File: src/rtl/midi_rx_assembler.sv
// MIDI serial receiver with note-message assembler (status, note, velocity).
// Define MIDI_RUNNING_STATUS_EN to keep the status byte after each emitted message.
module midi_rx_assembler #(
  parameter int unsigned CLK_HZ = 50000000,
  parameter int unsigned BAUD   = 31250
) (
  input  logic        clk,
  input  logic        rst,
  input  logic        midi_rx,
  output logic [23:0] midi,
  output logic        midi_valid,
  output logic        frame_err
);

  localparam int unsigned ClksPerBit = CLK_HZ / BAUD;
  localparam int unsigned HalfBit    = ClksPerBit / 2;
  localparam int unsigned CntW       = $clog2(ClksPerBit + 1);

  typedef enum logic [1:0] {StIdle, StStart, StData, StStop} state_e;

  logic [1:0]      sync_q;
  logic            rx_s, rx_prev_q;
  state_e          state_q, state_d;
  logic [CntW-1:0] cnt_q, cnt_d;
  logic [2:0]      bit_q, bit_d;
  logic [7:0]      shift_q, shift_d;
  logic            byte_done, stop_bad;

  logic [7:0]  status_q, status_d;
  logic [7:0]  note_q, note_d;
  logic        have_note_q, have_note_d;
  logic [23:0] midi_q, midi_d;
  logic        valid_q, valid_d;
  logic        frame_err_q;

  assign rx_s = sync_q[1];

  // Synchronizer and edge-detect history reset to the idle (high) line level.
  always_ff @(posedge clk or posedge rst) begin
    if (rst) begin
      sync_q    <= 2'b11;
      rx_prev_q <= 1'b1;
    end else begin
      sync_q    <= {sync_q[0], midi_rx};
      rx_prev_q <= rx_s;
    end
  end

  always_comb begin
    state_d   = state_q;
    cnt_d     = cnt_q;
    bit_d     = bit_q;
    shift_d   = shift_q;
    byte_done = 1'b0;
    stop_bad  = 1'b0;
    unique case (state_q)
      StIdle: begin
        if (rx_prev_q && !rx_s) begin
          state_d = StStart;
          cnt_d   = '0;
          bit_d   = '0;
        end
      end
      StStart: begin
        if (cnt_q == CntW'(HalfBit - 1)) begin
          cnt_d   = '0;
          state_d = rx_s ? StIdle : StData;
        end else begin
          cnt_d = cnt_q + CntW'(1);
        end
      end
      StData: begin
        if (cnt_q == CntW'(ClksPerBit - 1)) begin
          cnt_d   = '0;
          shift_d = {rx_s, shift_q[7:1]};
          if (bit_q == 3'd7) state_d = StStop;
          else               bit_d   = bit_q + 3'd1;
        end else begin
          cnt_d = cnt_q + CntW'(1);
        end
      end
      StStop: begin
        if (cnt_q == CntW'(ClksPerBit - 1)) begin
          cnt_d     = '0;
          state_d   = StIdle;
          byte_done = rx_s;
          stop_bad  = !rx_s;
        end else begin
          cnt_d = cnt_q + CntW'(1);
        end
      end
      default: state_d = StIdle;
    endcase
  end

  // Message assembly; status_q[7] doubles as the "status present" flag.
  always_comb begin
    status_d    = status_q;
    note_d      = note_q;
    have_note_d = have_note_q;
    midi_d      = midi_q;
    valid_d     = 1'b0;
    if (byte_done && (shift_q < 8'hF8)) begin
      if (shift_q[7:5] == 3'b100) begin
        status_d    = shift_q;
        have_note_d = 1'b0;
      end else if (shift_q[7]) begin
        status_d    = '0;
        have_note_d = 1'b0;
      end else if (status_q[7]) begin
        if (!have_note_q) begin
          note_d      = shift_q;
          have_note_d = 1'b1;
        end else begin
          midi_d      = {status_q, note_q, shift_q};
          valid_d     = 1'b1;
          have_note_d = 1'b0;
`ifdef MIDI_RUNNING_STATUS_EN
          status_d    = status_q;
`else
          status_d    = '0;
`endif
        end
      end
    end
  end

  always_ff @(posedge clk or posedge rst) begin
    if (rst) begin
      state_q     <= StIdle;
      cnt_q       <= '0;
      bit_q       <= '0;
      shift_q     <= '0;
      status_q    <= '0;
      note_q      <= '0;
      have_note_q <= 1'b0;
      midi_q      <= '0;
      valid_q     <= 1'b0;
      frame_err_q <= 1'b0;
    end else begin
      state_q     <= state_d;
      cnt_q       <= cnt_d;
      bit_q       <= bit_d;
      shift_q     <= shift_d;
      status_q    <= status_d;
      note_q      <= note_d;
      have_note_q <= have_note_d;
      midi_q      <= midi_d;
      valid_q     <= valid_d;
      frame_err_q <= stop_bad;
    end
  end

  assign midi       = midi_q;
  assign midi_valid = valid_q;
  assign frame_err  = frame_err_q;

endmodule

File: config.mk
export PLATFORM = sky130hd
export DESIGN_NAME = midi_rx_assembler
export DESIGN_NICKNAME = d
export VERILOG_FILES = /design/src/rtl/midi_rx_assembler.sv
export SDC_FILE = /design/constraint.sdc
export NUM_CORES = 1
export LEC_CHECK = 0
export ABC_AREA = 1
export BUFFER_PORTS_ARGS = -buffer_cell sky130_fd_sc_hd__buf_2
export CAP_MARGIN = 30
export CORE_MARGIN = 5
export CORE_UTILIZATION = 34
export CTS_BUF_LIST = sky130_fd_sc_hd__clkbuf_8
export CTS_CLUSTER_DIAMETER = 200
export DETAILED_ROUTE_END_ITERATION = 16
export PLACE_DENSITY = 0.57
export SYNTH_ARGS = -nofsm -noshare
export SYNTH_HDL_FRONTEND = slang
export SYNTH_SLANG_ARGS = --single-unit
File: constraint.sdc
create_clock -name clk -period 2.3 [get_ports clk]
set_clock_uncertainty 0.05 [all_clocks]
set_input_delay 0.345 -clock clk [delete_from_list [all_inputs] [get_ports clk]]
set_output_delay 0.345 -clock clk [all_outputs]
set_load 0.02 [all_outputs]
==> flow_metrics.py <==
metrics = {
    "clock_network": {
        "cts_hold_buffers": 0,
        "cts_tree": "yes",
        "cts-resized-gates": 0,
        "clkTransAtPathRegs_ns": 0.07,
        "clock_path_buffers": 2,
        "cts_buffers": 9,
        "h-tree-depth": 3,
        "cts_root_buf": "clkbuf_8",
        "postCtsSetupBuffers": 0,
        "cts.sinks": 67,
        "clock_latency_ns": 0.34,
    },
    "placement": {
        "hpwl_mm": 3.98,
        "numPortBuffers": 26,
        "gp_congestion": 0.794,
        "place_ws_ns": 0.507,
    },
    "logic_synthesis": {
        "ys.flop_type": "dfrtp_1",
        "yosysMostFrequentCell": "nand2_1",
        "synth.ff_latch_count": 67,
        "yosysSeqAreaShare": 0.540,
        "synth_area_leaders": "dfrtp_1 52%, nand2_1 11%, o21ai_2 6.2%",
        "avgSynthCellArea_sq_um": 8.99,
        "synthCells": 346,
        "synth_top_area_cell": "dfrtp_1",
        "syn_area_sq_um": 3110,
        "synth_cell_type_count": 31,
        "synth-warning-count": 0,
        "synth-async-reset-ratio": 1.00,
        "ys_top_cells_by_count": "92 x nand2_1, 64 x dfrtp_1, 50 x inv_1, 22 x o21ai_0, 22 x o21ai_2",
        "synth_edf_count": 0,
        "yosysTopAreaCellShare": 0.515,
    },
    "timing": {
        "rsz0062_at_grt": "false",
        "slew_viol_final": 0,
        "finalSetupViolations": 0,
        "period_minus_slack_ns": 1.78,
        "finalHoldViolations": 0,
        "timing.hold.ws_ns": 0.0155,
        "finalCritPeriodShare": 0.774,
        "fmax_mhz": 561,
        "layout_setup_ws_ns": 0.519,
        "fin_tns_setup_ns": 0,
    },
    "detailed_routing": {
        "via_per_inst": 4.48,
        "vias": 2202,
        "post_drt_wl_per_cell_um": 11.6,
        "first_iter_violations": 138,
        "finalWirelength_mm": 5.73,
        "antenna_left": 0,
        "drt_pass1_iterations": 4,
        "drc": 0,
    },
    "global_route": {
        "grt_pass1_wl_mm": 10.3,
        "antenna_found_initial": 0,
        "first_global_vias": 2209,
        "grt_start_max_net_pins": 68,
        "grtUsageTotal": 0.115,
        "grt-ovfl-total": 0,
    },
    "layout": {
        "insertedDiodeCount": 0,
        "layout-drive-gt1-share": 0.242,
        "num-fill-cells": 879,
        "syn_to_final_growth_pct": 13.2,
        "nets": 385,
    },
    "critical_path": {
        "crit_fanout": 21,
        "worstPathRequired_ns": 2.47,
        "cp_num_buf_inv": 1,
        "critPathSlowestCell": "dfrtp_1",
        "worstSetupEndpointType": "flop",
        "crit_family": "simple AND/OR/NAND/NOR gates",
        "max_stage_delay_ns": 0.37,
        "start_kind": "flop",
        "critPathArrivalTime_ns": 1.95,
        "path_class": "flop to flop",
        "worstPathCellList": "ha_1 -> nand2_2 -> nor2_4 -> nand3_2 -> nor3_4 -> nand3_4 -> buf_4 -> nand2_1 -> o21ai_2",
    },
    "worst_hold_path": {
        "hold_class": "input port to async pin",
    },
    "power": {
        "leakage_nw": 1.84,
        "ir_drop_mv": 0.410,
        "power.density_nw_per_um2": 737,
    },
    "floorplan": {
        "initial_core_util": 0.353,
        "num_rows": 34,
        "core_sq_um": 8810,
        "die_w_um": 106,
        "ios": 29,
        "die_area_sq_um": 11200,
        "fp.dieH_um": 106,
    },
    "job": {
        "cap_violations": 0,
    },
    "status": {
        "outcome": "complete, no violations",
    },
}
-- through the flow --
| step | util | total power, mW | cells | area [sq um] |
|---|---|---|---|---|
| 3_5_place_dp | 0.380 | 1.76 | 476 | 3350 |
| 2_1_floorplan | - | 1.65 | 347 | 3110 |
| 6_report | 0.400 | 2.59 | 492 | 3520 |
| 3_3_place_gp | 0.380 | 1.76 | 476 | 3350 |
| 4_1_cts | 0.400 | 2.63 | 492 | 3520 |
| 5_1_grt | 0.400 | 2.77 | 492 | 3520 |
-- metal layers --
layer | part of all wire | vias to the layer above | track usage
li1 | - | 1151 | -
met5 | 0 | - | 0
met4 | 0.018 | 0 | 0.0564
met1 | 0.50 | 1007 | 0.153
met3 | 0.041 | 8 | 0.0361
met2 | 0.44 | 36 | 0.169
-- cell usage in the layout (no fill, tap or decap), drive strengths merged --
cell	synthesis	layout
nand2	103	103
dfrtp	64	64
inv	53	56
o21ai	55	55
buf	8	30
nor2	24	24
nand3	19	19
clkbuf	1	11
ha	3	3
dfstp	3	3
nand4	3	3
nand3b	2	2
a21oi	2	2
conb	1	2
clkinv	0	2
nor3	2	2
a21boi	1	1
o211ai	1	1
nor4	1	1
-- report_power, final --
| group | switching (mW) | total [mW] | internal (mW) |
|---|---|---|---|
| clock | 0.420 | 0.855 | 0.435 |
| combinational | 0.302 | 0.434 | 0.131 |
| sequential | 0.0606 | 1.31 | 1.24 |
| total | 0.783 | 2.59 | 1.81 |
-- registers in the layout (all words and copies together), names as in the netlist, named ones only --
register,count
have_note_q,1
frame_err,1
midi,22
bit_q,3
cnt_q,11
midi_valid,1
status_q,8
rx_prev_q,1
note_q,7
sync_q,2
shift_q,8
state_q,1
-- layout make-up --
type,count,area (sq um),area share
Sequential cell,67,1680,0.477
Multi-Input combinational cell,218,1160,0.330
Inverter,53,199,0.0565
Timing Repair Buffer,30,173,0.0491
Clock buffer,11,151,0.0430
Tap cell,108,135,0.0384
Clock inverter,5,21.3,0.00604
-- worst paths after layout --
check | from | slack, ns | cells after the start | end
min in group clk | midi_rx | 0.05 | 1 | sync_q[0]
worst min-delay path | rst | 0.02 | 3 | midi[21]
worst max register to register | cnt_q[1] | 0.52 | 9 | midi[8]
worst max-delay path | cnt_q[1] | 0.52 | 9 | midi[8]
worst min register to register | sync_q[0] | 0.31 | 0 | sync_q[1]
max in group asynchronous | rst | 1.84 | 3 | sync_q[0]
-- kinds of logic after synthesis --
group,Yosys count,synth area share
buffers and inverters,62,0.0877
AOI/OAI and AO/OA,59,0.124
adders and majority gates,3,0.0121
and+or+nand+nor,154,0.234
DFF,67,0.540
other,1,0.00121
-- worst reg2reg max path: cells and delay by family, from the launching register on --
kind,cells,cell delay (ns)
buffers and inverters,1,0.24
adder cells (fa/ha/maj),1,0.22
AO/OA/AOI/OAI,1,0.05
AND/OR/NAND/NOR,6,0.73
flip-flops,1,0.37
Power figures use the tool's default switching activity.
